$ cat config.mk
export PLATFORM = sky130hd
export DESIGN_NAME = mem_ctrl
export DESIGN_NICKNAME = d
export VERILOG_FILES = /design/src/rtl/mem_ctrl.sv
export SDC_FILE = /design/constraint.sdc
export NUM_CORES = 1
export LEC_CHECK = 0
export ABC_AREA = 0
export CORE_AREA = 3 3 109 111
export CTS_BUF_LIST = sky130_fd_sc_hd__clkbuf_2
export DETAILED_ROUTE_END_ITERATION = 12
export DIE_AREA = 0 0 112 114
export GPL_TIMING_DRIVEN = 0
export PLACE_DENSITY = 0.8
export SYNTH_ARGS = -nofsm -noshare
export SYNTH_HDL_FRONTEND = slang
export SYNTH_SLANG_ARGS = --single-unit
$ cat constraint.sdc
create_clock -name clk -period 5 [get_ports clk]
set_clock_uncertainty 0.2 [all_clocks]
set_input_delay 1 -clock clk [delete_from_list [all_inputs] [get_ports clk]]
set_output_delay 1 -clock clk [all_outputs]
set_load 0.005 [all_outputs]
$ cat src/rtl/mem_ctrl.sv
// mem_ctrl: byte-wide memory controller arbitrating the MEM-stage byte port
// and the IF-stage word-fetch port onto one single-port synchronous byte RAM.
// Data requests beat fetch requests in IDLE; a fetch in flight is never
// preempted but is abandoned as soon as i_req is seen low.
//
// Request/response handshake: d_req and i_req are levels sampled only while
// the controller is IDLE. Completion is a one-cycle d_done or i_done pulse,
// during which the controller is IDLE again. The requester must update or
// drop its request within that done cycle, because the next request is
// sampled at the following rising edge.
module mem_ctrl #(
   parameter int ADDR_W = 17
) (
   input  logic              clk,
   input  logic              rst,
   input  logic              d_req,
   input  logic              d_rw,
   input  logic [31:0]       d_addr,
   input  logic [7:0]        d_wdata,
   output logic [7:0]        d_rdata,
   output logic              d_done,
   input  logic              i_req,
   input  logic [31:0]       i_addr,
   output logic [31:0]       i_inst,
   output logic              i_done,
   input  logic [7:0]        ram_din,
   output logic [7:0]        ram_dout,
   output logic [ADDR_W-1:0] ram_a,
   output logic              ram_wr
);

   typedef enum logic [2:0] {
      IDLE    = 3'd0,
      D_ISSUE = 3'd1,
      D_CAPT  = 3'd2,
      D_WR    = 3'd3,
      I_FETCH = 3'd4
   } state_t;

   state_t            state_q;
   logic [ADDR_W-1:0] ram_a_q;
   logic [7:0]        ram_dout_q;
   logic              ram_wr_q;
   logic [7:0]        d_rdata_q;
   logic              d_done_q;
   logic [31:0]       i_inst_q;
   logic              i_done_q;
   logic [ADDR_W-1:0] base_q;
   logic [2:0]        issue_cnt_q;
   logic [2:0]        cap_cnt_q;
   logic [23:0]       inst_buf_q;

   // Next fetch byte address; the sum wraps modulo 2^ADDR_W.
   logic [ADDR_W-1:0] fetch_addr_d;
   assign fetch_addr_d = base_q + ADDR_W'(issue_cnt_q);

   // Address bits above the RAM width are deliberately ignored.
   logic unused_addr_hi;
   assign unused_addr_hi = ^{d_addr[31:ADDR_W], i_addr[31:ADDR_W]};

   // Controller FSM; every output is a register updated here.
   always_ff @(posedge clk or posedge rst) begin
      if (rst) begin
         state_q     <= IDLE;
         ram_a_q     <= '0;
         ram_dout_q  <= '0;
         ram_wr_q    <= 1'b0;
         d_rdata_q   <= '0;
         d_done_q    <= 1'b0;
         i_inst_q    <= '0;
         i_done_q    <= 1'b0;
         base_q      <= '0;
         issue_cnt_q <= '0;
         cap_cnt_q   <= '0;
         inst_buf_q  <= '0;
      end else begin
         // Pulses and the write strobe fall back to 0 unless re-armed below.
         d_done_q <= 1'b0;
         i_done_q <= 1'b0;
         ram_wr_q <= 1'b0;
         case (state_q)
            IDLE: begin
               if (d_req) begin
                  ram_a_q <= d_addr[ADDR_W-1:0];
                  if (d_rw) begin
                     ram_dout_q <= d_wdata;
                     ram_wr_q   <= 1'b1;
                     state_q    <= D_WR;
                  end else begin
                     state_q <= D_ISSUE;
                  end
               end else if (i_req) begin
                  // Byte 0 is issued at the sampling edge itself.
                  ram_a_q     <= i_addr[ADDR_W-1:0];
                  base_q      <= i_addr[ADDR_W-1:0];
                  issue_cnt_q <= 3'd1;
                  cap_cnt_q   <= 3'd0;
                  state_q     <= I_FETCH;
               end
            end
            D_ISSUE: begin
               // RAM samples the address at this edge.
               state_q <= D_CAPT;
            end
            D_CAPT: begin
               d_rdata_q <= ram_din;
               d_done_q  <= 1'b1;
               state_q   <= IDLE;
            end
            D_WR: begin
               d_done_q <= 1'b1;
               state_q  <= IDLE;
            end
            I_FETCH: begin
               if (!i_req) begin
                  // Abort: in-flight bytes are dropped, i_inst untouched.
                  state_q <= IDLE;
               end else begin
                  if (issue_cnt_q <= 3'd3) begin
                     ram_a_q <= fetch_addr_d;
                  end
                  issue_cnt_q <= issue_cnt_q + 3'd1;
                  // Read data trails its address by two edges.
                  if (issue_cnt_q >= 3'd2) begin
                     cap_cnt_q <= cap_cnt_q + 3'd1;
                     case (cap_cnt_q)
                        3'd0:    inst_buf_q[7:0]   <= ram_din;
                        3'd1:    inst_buf_q[15:8]  <= ram_din;
                        3'd2:    inst_buf_q[23:16] <= ram_din;
                        default: begin
                           i_inst_q <= {ram_din, inst_buf_q};
                           i_done_q <= 1'b1;
                           state_q  <= IDLE;
                        end
                     endcase
                  end
               end
            end
            default: begin
               state_q <= IDLE;
            end
         endcase
      end
   end

   assign ram_a    = ram_a_q;
   assign ram_dout = ram_dout_q;
   assign ram_wr   = ram_wr_q;
   assign d_rdata  = d_rdata_q;
   assign d_done   = d_done_q;
   assign i_inst   = i_inst_q;
   assign i_done   = i_done_q;

endmodule

* After elaboration in Yosys (flattened, before gate mapping)
Index checks and enable logic that the tools add are counted.
Storage, ports and cells: bits of input ports 85, register bits 118, output and inout port bits 68, logic and storage cells 79
Operators by class: $lt $le $gt $ge 2, muxes and demuxes 29, add/sub/neg operators 3, equal/unequal tests 14, bitwise logic cells 2, reductions and logical operators 15
Operators with widths (count):
- $mux W17 | 4
- $mux W3 | 12
- $pmux W17 S2 | 1
- $reduce_and A4 Y1 | 6
- $add A17 B3 Y17 | 1
- $pmux W3 S2 | 2
- $ne A2 B2 Y1 const B | 5
- $eq A3 B2 Y1 const B | 3
- $ne A3 B3 Y1 const B | 3
- $pmux W3 S3 | 1
- $reduce_and A3 Y1 | 3
- $mux W1 | 8
- $add A3 B1 Y3 const B | 2
- $eq A3 B1 Y1 const B | 2
- $logic_not A3 Y1 | 2
- $reduce_and A5 Y1 | 1
- $eq A3 B3 Y1 const B | 1
- $ge A3 B2 Y1 const B | 1
- $le A3 B2 Y1 const B | 1
- $reduce_or A3 Y1 | 1
- $mux W2 | 1
- $not A1 Y1 | 2
- $reduce_bool A2 Y1 | 1
- $reduce_or A2 Y1 | 1

* Depth between registers and ports, before layout
depth in word-level cells 6, gate-level depth with buffers 8, gate-level depth less buffers 7

* Worst setup path after synthesis
OpenSTA, ideal clock, no wires.
path kind input -> register, from input d_req, to register ram_a_q[10] (netlist: ram_a[10]), library setup time 132 ps, data required time 4668 ps, path buffers 2, arrival 2210 ps, setup slack 2458 ps, cell stages on the path 7, path through buf_2 nor2b_1 o221ai_1 buf_2 nor3_1 a21oi_1 o21ai_0
Between the ends: cells in the longest elaborated chain, start to end 2, elaborated cells on any way between the ends 4, those cells by class eq/ne: 1; mux: 2; reduce/logical: 1
Ends and longest elaborated chain:
- start: declaration | RTL line 16 | input logic d_req,
- $ne A3 B3 Y1 (no source line) / $mux W17 (equally long branches)
- $reduce_and A4 Y1 (no source line) / $pmux W17 S2 (equally long branches)
- end signal: assignment | RTL line 84 | ram_a_q <= d_addr[ADDR_W-1:0];
- end signal: assignment | RTL line 94 | ram_a_q <= i_addr[ADDR_W-1:0];
- end signal: assignment | RTL line 120 | ram_a_q <= fetch_addr_d;
- end: declaration | RTL line 41 | logic [ADDR_W-1:0] ram_a_q;
Several ways; a longest one is shown, not always the timed one. A chain may end at the register's enable or synchronous reset.

* Worst setup path in the final report
from register i_inst_q[4] (netlist: i_inst[4]), to output i_inst[4]
RTL lines:
- start: declaration | RTL line 46 | logic [31:0] i_inst_q;
- start signal: assignment | RTL line 131 | i_inst_q <= {ram_din, inst_buf_q};
- end: declaration | RTL line 24 | output logic [31:0] i_inst,
No word-level cell between the ends.

==> impl_metrics.json <==
{
  "cp-endpoint": "i_inst[4]",
  "post-route-drc-count": 0,
  "reg2reg_from": "issue_cnt_q[1]$_DFFE_PP0P_",
  "r2r_setup_slack_ns": 2.47,
  "clkLatencyLatePin_ns": 0.68,
  "io_buffer_count": 121,
  "dieArea_sq_um": 12800,
  "clock.fmax_mhz": 353,
  "die-height_um": 114,
  "synthCells": 406,
  "synth.area.top_cells": "dfrtp_1, mux2_2, mux2_4",
  "cts_buffer_depth": 2,
  "grt-ovfl-total": 0,
  "antenna_found_initial": 0,
  "area_growth_pct": 32.7,
  "cts.sinks": 118,
  "yosys_register_bits": 118,
  "maxCapViolCount": 0,
  "tritoncts": "yes",
  "crit_start": "i_inst[4]$_DFFE_PP0P_",
  "reg2regPathDepth": 8,
  "cp.buffers_inverters": 1,
  "yosys.area.top_type": "dfrtp_1",
  "outcome": "finished, final reports clean",
  "fin_crit_ns": 2.83,
  "n_antenna_cell": 0,
  "worstSetupStartpointType": "flip-flop",
  "avgViaCountPerCell": 5.31,
  "fin_nets": 643,
  "cpLargestDelayFamily": "buffers and inverters",
  "wl_per_cell_um": 17.1,
  "grt_pass1_vias": 3896,
  "synth.avg_cell_area_sq_um": 13.1,
  "path_depth": 1,
  "path_clk_slew_ns": 0.24,
  "final.setup.worst_slack_ns": 2.17,
  "reg2reg_to": "ram_a[10]$_DFFE_PP0P_",
  "p_leak_nw": 3.33,
  "drt-pass1-iter-count": 4,
  "yosysUniqueCellTypes": 36,
  "gp_congestion": 0.785,
  "critical_path_class": "reg2out",
  "drive_above_1_share_pct": 24.8,
  "cp.arrival_ns": 1.63,
  "cts-buffers-inserted": 17,
  "max_slew.worst_pin.slew_ns": 0.785,
  "cp_slowest_cell": "clkdlybuf4s50_1",
  "yosysSeqAreaShare_pct": 55.4,
  "core_area_sq_um": 10900,
  "ys.warnings.count": 0,
  "cts_setup_buffers": 0,
  "vdd_drop_max_mv": 0.235,
  "synthFlopType": "dfrtp_1",
  "cp_max_fo": 2,
  "htree_levels": 4,
  "hold_viol_final": 0,
  "setup_viol": 0,
  "rows": 38,
  "hp-class": "reg2reg",
  "num_io_pins": 153,
  "finalMaxSlewViolations": 0,
  "root_buffer": "clkbuf_2",
  "async_flop_share_pct": 100,
  "ctsHoldBuffers": 0,
  "grt_pass1_wl_um": 19500,
  "initial_core_util_pct": 49.0,
  "dieWidth_um": 112,
  "fin_util_pct": 65.0,
  "p_per_area_nw_per_um2": 483,
  "drt-initial-drc-count": 204,
  "required_ns": 3.80,
  "end_kind": "output port",
  "ant_nets": 0,
  "drt-total-wl_um": 12000,
  "synth_enable_flop_cells": 0,
  "total_power_mw": 3.41,
  "vias": 3715,
  "crit_chain": "clkdlybuf4s50_1",
  "slew_headroom_pct": 47.7,
  "post-route-period-util_pct": 56.6,
  "cp_slowest_stage_delay_ns": 0.52,
  "synthesis.nets": 502,
  "grt_max_degree": 66,
  "detailedPlace.worstSlack_ns": 1.99,
  "synth_top_area_share_pct": 55.4,
  "syn-cell-area_sq_um": 5330,
  "grt_use_total_pct": 19.3,
  "cts.repair.resized": 0,
  "dp_hpwl_um": 8800,
  "rsz0062_at_grt": "false"
}
-- cell usage after synthesis, types with 2 or more instances --
cell	n
o21ai_0	22
dfrtp_1	118
xnor2_1	6
clkbuf_1	7
ha_1	10
mux2_4	29
and4_1	3
or3_1	2
mux2i_1	17
nand2b_1	2
a22o_1	4
nor2b_1	4
and3_1	2
nand2_1	27
mux2_2	62
a21oi_1	21
buf_6	3
xor2_1	8
inv_1	8
nand3_1	4
and2_1	4
nor2_1	9
buf_2	8
nor3_1	11
nand4_1	4
-- per-layer routing --
metal	vias to the layer above	share of wire (%)	wire (um)	global-route usage (%)
li1	1728	-	-	-
met1	1835	44	5240	24.7
met2	135	49	5870	32.5
met3	17	6.2	738	4.88
met4	0	1.1	137	6.01
met5	-	0	0	0
-- worst min path at each step --
stage | startpoint | end | cells after the start
2_1_floorplan | ram_a[4]$_DFFE_PP0P_ | ram_a[4]$_DFFE_PP0P_ | 2
6_report | ram_a[8]$_DFFE_PP0P_ | ram_a[8]$_DFFE_PP0P_ | 2
4_1_cts | ram_a[8]$_DFFE_PP0P_ | ram_a[8]$_DFFE_PP0P_ | 2
3_3_place_gp | ram_a[7]$_DFFE_PP0P_ | ram_a[7]$_DFFE_PP0P_ | 2
5_1_grt | inst_buf_q[17]$_DFFE_PP0P_ | i_inst[17]$_DFFE_PP0P_ | 1
3_5_place_dp | ram_a[8]$_DFFE_PP0P_ | ram_a[8]$_DFFE_PP0P_ | 2
-- logic make-up after synthesis --
family / count (synthesis) / synth area share [%]
AOI/OAI and AO/OA: 51 / 5.25
buffers and inverters: 27 / 2.51
adders and majority gates: 11 / 2.72
muxes: 108 / 24.4
DFF: 118 / 55.4
xor gates and xnor gates: 14 / 2.30
and+or+nand+nor: 77 / 7.41
-- state kept, by name (all words and copies together), names as in the netlist, 8 cells and up --
signal and flops:
base_q 17, d_rdata 8, i_inst 32, inst_buf_q 24, ram_a 17, ram_dout 8
-- cells in the final DEF (no fill, tap or decap), types with 3 or more instances in the layout --
cell               n
a21oi_1           21
a22o_1             4
and2_1             4
and4_1             3
buf_2              8
buf_6              3
bufinv_16          5
clkbuf_1           7
clkbuf_2          17
clkdlybuf4s50_1  121
clkinv_4           3
dfrtp_1          118
ha_1              10
inv_1              7
inv_6              8
mux2_2            62
mux2_4            29
mux2i_1           17
nand2_1           27
nand3_1            4
nand4_1            4
nor2_1             9
nor2b_1            4
nor3_1            11
o21ai_0           22
xnor2_1            6
xor2_1             8
-- stage by stage --
step / hold slack, ns / cells / TNS [ns] / cell area [sq um]
after floorplan: 0.270 / 406 / 0 / 5330
after global placement: 0.261 / 667 / -104.78 / 6720
after detailed placement: 0.262 / 668 / 0 / 6750
after CTS: 0.305 / 700 / 0 / 7080
after global routing: 0.343 / 700 / 0 / 7080
final: 0.298 / 700 / 0 / 7080
-- where the power goes --
part | internal (mW) | switching, mW
combinational | 0.666 | 0.482
clock | 0.393 | 0.415
sequential | 1.24 | 0.221
-- final cells by class --
| type | count | area [sq um] |
|---|---|---|
| fillers | 845 | 3810 |
| flip-flops and latches | 118 | 2950 |
| multi-input cells | 261 | 2250 |
| repair buffers | 122 | 1240 |
| clock inverters | 15 | 238 |
| well taps | 140 | 175 |
| plain buffers | 19 | 104 |
| clock buffers | 17 | 85.1 |
| inverters | 8 | 35.0 |
No activity file was read; power rests on OpenSTA's default activity.
